**src/rtl/mul_unit.sv**
```systemverilog
// ---------------------------------------------------------------------------
// mul_unit
//   Iterative shift-add integer multiplier sitting on the reservation-station
//   issue protocol. It captures one station entry when both operand tags are
//   zero and pulses rs_release for one cycle. It then computes the 2*XLEN-bit
//   product one multiplier bit per cycle, LSB first. The selected half is held
//   on the result bus until the CDB arbiter grants it.
//
// Ports
//   CLOCK_50          in   clock, rising edge
//   RSTN_N            in   asynchronous active-low reset
//   rs_busy           in   station entry valid
//   rs_alu1/rs_alu2   in   producer tags of the operands (0 = value ready)
//   rs_value1/2       in   operands
//   rs_funct3         in   000 MUL, 001 MULH, 010 MULHSU, 011 MULHU, 1xx MUL
//   rs_release        out  one-cycle pulse after the capture edge
//   flush             in   abort current operation, return to IDLE
//   result_grant      in   CDB arbiter accepts the result this cycle
//   result            out  low or high half of the product
//   result_tag        out  UNIT_ID while result_available, else 0
//   result_available  out  result valid, held until granted
//   unit_busy         out  high in CALC or WAIT_CDB
// ---------------------------------------------------------------------------
module mul_unit #(
  parameter int XLEN    = 32,
  parameter int TAG_W   = 8,
  parameter int UNIT_ID = 8
) (
  input  logic             CLOCK_50,
  input  logic             RSTN_N,
  input  logic             rs_busy,
  input  logic [TAG_W-1:0] rs_alu1,
  input  logic [TAG_W-1:0] rs_alu2,
  input  logic [XLEN-1:0]  rs_value1,
  input  logic [XLEN-1:0]  rs_value2,
  input  logic [2:0]       rs_funct3,
  output logic             rs_release,
  input  logic             flush,
  input  logic             result_grant,
  output logic [XLEN-1:0]  result,
  output logic [TAG_W-1:0] result_tag,
  output logic             result_available,
  output logic             unit_busy
);

  localparam int              CNT_W  = $clog2(XLEN) + 1;
  localparam logic [TAG_W-1:0] LP_TAG = TAG_W'(UNIT_ID);

  typedef enum logic [1:0] {S_IDLE, S_CALC, S_WAIT} state_t;

  // rs1 is treated as signed for MULH and MULHSU.
  function automatic logic f_rs1_signed(input logic [2:0] f3);
    return (f3 == 3'b001) || (f3 == 3'b010);
  endfunction

  // Only MULH treats rs2 as signed.
  function automatic logic f_rs2_signed(input logic [2:0] f3);
    return (f3 == 3'b001);
  endfunction

  // High half for 001/010/011; 000 and 1xx return the low half.
  function automatic logic f_hi_half(input logic [2:0] f3);
    return (f3[2] == 1'b0) && (f3[1:0] != 2'b00);
  endfunction

  state_t              r_state;
  logic [2*XLEN-1:0]   r_mcand;
  logic [2*XLEN-1:0]   r_acc;
  logic [XLEN-1:0]     r_mplier;
  logic [CNT_W-1:0]    r_cnt;
  logic                r_hi;
  logic                r_sgn2;
  logic                r_release;
  logic                r_avail;
  logic                r_busy;
  logic [XLEN-1:0]     r_result;
  logic [TAG_W-1:0]    r_tag;

  logic                w_capture;
  logic                w_last;
  logic [2*XLEN-1:0]   w_rs1_ext;
  logic [2*XLEN-1:0]   w_acc_nxt;

  assign w_capture = rs_busy && (rs_alu1 == '0) && (rs_alu2 == '0) && !flush;
  assign w_last    = (r_cnt == CNT_W'(XLEN - 1));
  assign w_rs1_ext = f_rs1_signed(rs_funct3)
                     ? {{XLEN{rs_value1[XLEN-1]}}, rs_value1}
                     : {{XLEN{1'b0}}, rs_value1};

  // A signed rs2 carries weight -2^(XLEN-1) on its top bit, so that
  // partial product is subtracted rather than added.
  always_comb begin
    w_acc_nxt = r_acc;
    if (r_mplier[0]) begin
      if (w_last && r_sgn2) w_acc_nxt = r_acc - r_mcand;
      else                  w_acc_nxt = r_acc + r_mcand;
    end
  end

  always_ff @(posedge CLOCK_50 or negedge RSTN_N) begin
    if (!RSTN_N) begin
      r_state   <= S_IDLE;
      r_mcand   <= '0;
      r_acc     <= '0;
      r_mplier  <= '0;
      r_cnt     <= '0;
      r_hi      <= 1'b0;
      r_sgn2    <= 1'b0;
      r_release <= 1'b0;
      r_avail   <= 1'b0;
      r_busy    <= 1'b0;
      r_result  <= '0;
      r_tag     <= '0;
    end else begin
      r_release <= 1'b0;
      if (flush) begin
        // Flush wins over grant and capture; any result in flight is lost.
        r_state  <= S_IDLE;
        r_avail  <= 1'b0;
        r_tag    <= '0;
        r_result <= '0;
        r_busy   <= 1'b0;
      end else begin
        case (r_state)
          S_IDLE: begin
            if (w_capture) begin
              r_mcand   <= w_rs1_ext;
              r_mplier  <= rs_value2;
              r_acc     <= '0;
              r_cnt     <= '0;
              r_hi      <= f_hi_half(rs_funct3);
              r_sgn2    <= f_rs2_signed(rs_funct3);
              r_release <= 1'b1;
              r_busy    <= 1'b1;
              r_state   <= S_CALC;
            end
          end
          S_CALC: begin
            r_acc    <= w_acc_nxt;
            r_mcand  <= r_mcand << 1;
            r_mplier <= r_mplier >> 1;
            r_cnt    <= r_cnt + CNT_W'(1);
            if (w_last) r_state <= S_WAIT;
          end
          S_WAIT: begin
            // First WAIT cycle publishes the result; afterwards hold until grant.
            if (!r_avail) begin
              r_avail  <= 1'b1;
              r_tag    <= LP_TAG;
              r_result <= r_hi ? r_acc[2*XLEN-1:XLEN] : r_acc[XLEN-1:0];
            end else if (result_grant) begin
              r_avail  <= 1'b0;
              r_tag    <= '0;
              r_result <= '0;
              r_busy   <= 1'b0;
              r_state  <= S_IDLE;
            end
          end
          default: r_state <= S_IDLE;
        endcase
      end
    end
  end

  assign rs_release       = r_release;
  assign result           = r_result;
  assign result_tag       = r_tag;
  assign result_available = r_avail;
  assign unit_busy        = r_busy;

endmodule

```
**config.mk**
```make
export PLATFORM = sky130hd
export DESIGN_NAME = mul_unit
export DESIGN_NICKNAME = d
export VERILOG_FILES = /design/src/rtl/mul_unit.sv
export SDC_FILE = /design/constraint.sdc
export NUM_CORES = 1
export LEC_CHECK = 0
export CELL_PAD_IN_SITES_DETAIL_PLACEMENT = 0
export CELL_PAD_IN_SITES_GLOBAL_PLACEMENT = 2
export CORE_MARGIN = 10
export CORE_UTILIZATION = 42
export CTS_CLUSTER_SIZE = 24
export DETAILED_ROUTE_END_ITERATION = 12
export DONT_BUFFER_PORTS = 1
export GPL_TIMING_DRIVEN = 0
export PLACE_DENSITY = 0.83
export SLEW_MARGIN = 20
export SYNTH_ARGS = -nofsm -noshare
export SYNTH_HDL_FRONTEND = slang
export SYNTH_SLANG_ARGS = --single-unit
```
**constraint.sdc**
```tcl
create_clock -name CLOCK_50 -period 7.9 [get_ports CLOCK_50]
set_clock_uncertainty 0.2 [all_clocks]
set_input_delay 1.975 -clock CLOCK_50 [delete_from_list [all_inputs] [get_ports CLOCK_50]]
set_output_delay 1.975 -clock CLOCK_50 [all_outputs]
set_load 0.02 [all_outputs]
```
==> impl_results.md <==
* Worst Hold Class: flop to flop
* Synth Area in Compound Gates at 22.4%
* Worst Setup Start Kind: flop
* Syn Area/Cell at 8.31 um2
* Post-CTS Setup Inserts at 0
* Hold_buf cts at 0
* Critical path's slowest cell: a2111oi_1
* Worst VDD drop at 0.000157 V
* Post-Synth XOR/XNOR Area at 7.30%
* Crit path DAT at 6900 ps
* Cell area after layout at 15200 um2
* Maximum fanout along the worst path at 9
* Mux contribution to synthesized area at 4.81%
* Initial cell density of the core at 42.5%
* DR pass1 iterations at 5
* Die extent in y at 201 um
* Setup Viol. Count Final at 0
* Top cells by count, synth: nand2_1 (290), dfrtp_1 (206), o21ai_0 (185), a21oi_1 (136), nor2_1 (102)
* Final hold vios at 0
* Largest net degree at the start of global routing at 207
* PostCTS Resize Cnt at 0
* Hold depth at 2
* Predominant post-synthesis flop cell: dfrtp_1
* Via-per-instance ratio at 5.76
* Clk sink count at 206
* Post-route ant nets at 0
* Post-Synth Simple-Gate Area at 18.4%
* Post-synth top area cell: dfrtp_1
* Worst reg2reg path depth at 17
* Initial antenna violation count at 3
* Avg WL per Cell at 21.9 um
* Clock latency on the worst-skew pair at 560 ps
* Gr ovfl total at 0
* Flop2flop setup slack at 1260 ps
* Layout fillers at 3316
* Count leader, synth: nand2_1
* Share of the synthesized area in the top cell type at 37.3%
* Max Transition Viols Final at 0
* PwrDens at 166 nW/um2
* GR Util All Layers at 22.6%
* Worst EP required at 8150 ps
* Final net count at 1849
* RR Startpoint: r_mcand[5]
* Hold WS at 280 ps
* Slew @ Worst Pin at 1230 ps
* Clk slew on worst S/H paths at 60 ps
* Worst Hold Path EP: r_mplier[11]
* Post-Route WL at 47300 um
* WS Path Type: flop to flop
* DP Area at 14400 um2
* I/O Buffers at 0
* Buffer and inverter count on the worst path at 1
* Slew headroom at 17.3%
* Crit-path leading delay family: simple AND/OR/NAND/NOR gates
* Post-Syn Instances at 1661
* Die ar. at 40500 um2
* Async set-reset flop share out of synthesis at 100%
* Clock Tree Root: clkbuf_16
* Synth-to-layout area growth at 10.4%
* Residual DRC at 0
* Synthesized area at 13800 um2
* Max Root-Sink Buffers at 3
* R2r endpoint: r_acc[59]
* Routability cong. at 0.907
* Peak Freq at 0.151 GHz
* Max capacitance violation total at 0
* Synth Area in Adders at 6.04%
* Post-synth EDFFs at 0
* Sequential area share after synthesis at 37.3%
* Total CTS buffers at 26
* RSZ-0062 raised after global routing: no
* CP Cell Sequence: or3_1 -> nor4_1 -> nand3_1 -> or2_1 -> o21ai_0 -> xor2_1 -> ha_1 -> clkbuf_1 -> a21oi_1 -> o21ai_1 -> a21o_1 -> a41oi_1 -> a211oi_1 -> a2111oi_1 -> nor4_1 -> or3_1 -> a32o_1
* TNS Setup at 0 ps
* CTS tree: done
* H-tree levels at 1
* Fin crit period at 6640 ps
* Yosys reg bits at 206
* Dpl hpwl at 36900 um
* Die W at 201 um
* Period utilization at 84.1%
* First-pass GRT wire length at 72800 um
* Synth top area cells: dfrtp_1 (37%), nand2_1 (7.9%), o21ai_0 (6.7%), ha_1 (5.9%), a21oi_1 (4.9%)
* Core footprint at 32500 um2
* Cell variety after synth at 71
* Leak at 6.68 nW
* CP max stage delay at 890 ps
* Initial detailed-routing violation count at 943
* Largest family of logic cells by synthesized area: compound AO/OA/AOI/OAI gates
* Worst hold path startpoint: r_mplier[11]
* Share of cells above drive strength 1 at 4.09%
* I/O pins at 131
* Core Rows at 66
* Yosys warns at 0
* Crit path capture type: flop
* Outcome: completed
* Vias in the first global route at 12200
* Total number of vias at 12400
cell type report:
class                           instances  area, um2  area share (%)
Clock inverter                          3       46.3           0.304
Buffer                                 99        398            2.61
Tap cell                              442        553            3.63
Clock buffer                           43        805            5.28
Sequential cell                       206       5150            33.8
Inverter                               29        109           0.714
Multi-Input combinational cell       1333       8170            53.6
Antenna cell                            1       2.50          0.0164
worst max-delay path by stage:
stage	startpoint	cells after the start	slack, ps	endpoint
after floorplan	r_mcand[23]	17	2720	r_acc[59]
after global placement	r_mcand[5]	17	1260	r_acc[59]
after detailed placement	r_mcand[5]	17	1370	r_acc[59]
after CTS	r_mcand[5]	17	1350	r_acc[59]
after global routing	r_mcand[5]	17	780	r_acc[59]
final	r_mcand[5]	17	1260	r_acc[59]
cell usage in the layout (no fill, tap or decap), drive strengths merged, types with 33 or more instances in the layout:
master	n
a21o	33
a21oi	136
a31oi	42
clkbuf	128
dfrtp	206
ha	65
mux2i	63
nand2	290
nor2	103
o21ai	189
o31ai	34
xnor2	54
xor2	61
cells by family (layout without fill, tap and decap cells):
logic type | after synthesis | in the layout
AO/OA/AOI/OAI | 517 | 517
multiplexers | 66 | 66
adder cells (fa/ha/maj) | 66 | 66
XOR/XNOR | 115 | 115
other | 1 | 8
AND/OR/NAND/NOR | 562 | 562
flip-flops | 206 | 206
buffers and inverters | 128 | 174
worst register-to-register path, cell delays in order (launching register included):
cell and delay [ps]:
dfrtp_1 460, or3_1 470, nor4_1 840, nand3_1 500, or2_1 360, o21ai_0 200, xor2_1 240, ha_1 270
clkbuf_1 190, a21oi_1 270, o21ai_1 180, a21o_1 200, a41oi_1 340, a211oi_1 130, a2111oi_1 890, nor4_1 170
or3_1 390, a32o_1 240
routing by layer:
layer  vias to the layer above  routed length [um]  global-route usage (%)
li1                       6002                   -                       -
met2                       342               21200                    35.6
met5                         -                   0                       0
met4                         0                1010                    5.29
met1                      6028               21700                    31.0
met3                        52                3420                    5.17
sequential cells by signal, summed over array words and instances (netlist names), 2 cells and up:
name	count
result	32
r_acc	64
r_state	2
r_mplier	32
r_mcand	64
r_cnt	6
where the power goes:
part           total, W  internal [W]  leakage [nW]  switching, W
Sequential      0.00113       0.00109          2.81     0.0000410
Combinational  0.000226     0.0000876          3.46      0.000139
Clock           0.00118      0.000693         0.411      0.000487
metrics by stage:
stage	power (W)	utilization (%)	worst slack, ps	instances
after floorplan	0.00130	-	2720	1667
after CTS	0.00255	46.9	1350	2155
after detailed placement	0.00137	44.3	1370	2109
final	0.00253	47.0	1260	2156
after global placement	0.00136	44.3	1260	2109
after global routing	0.00263	46.9	777	2155
Power figures use the tool's default switching activity.
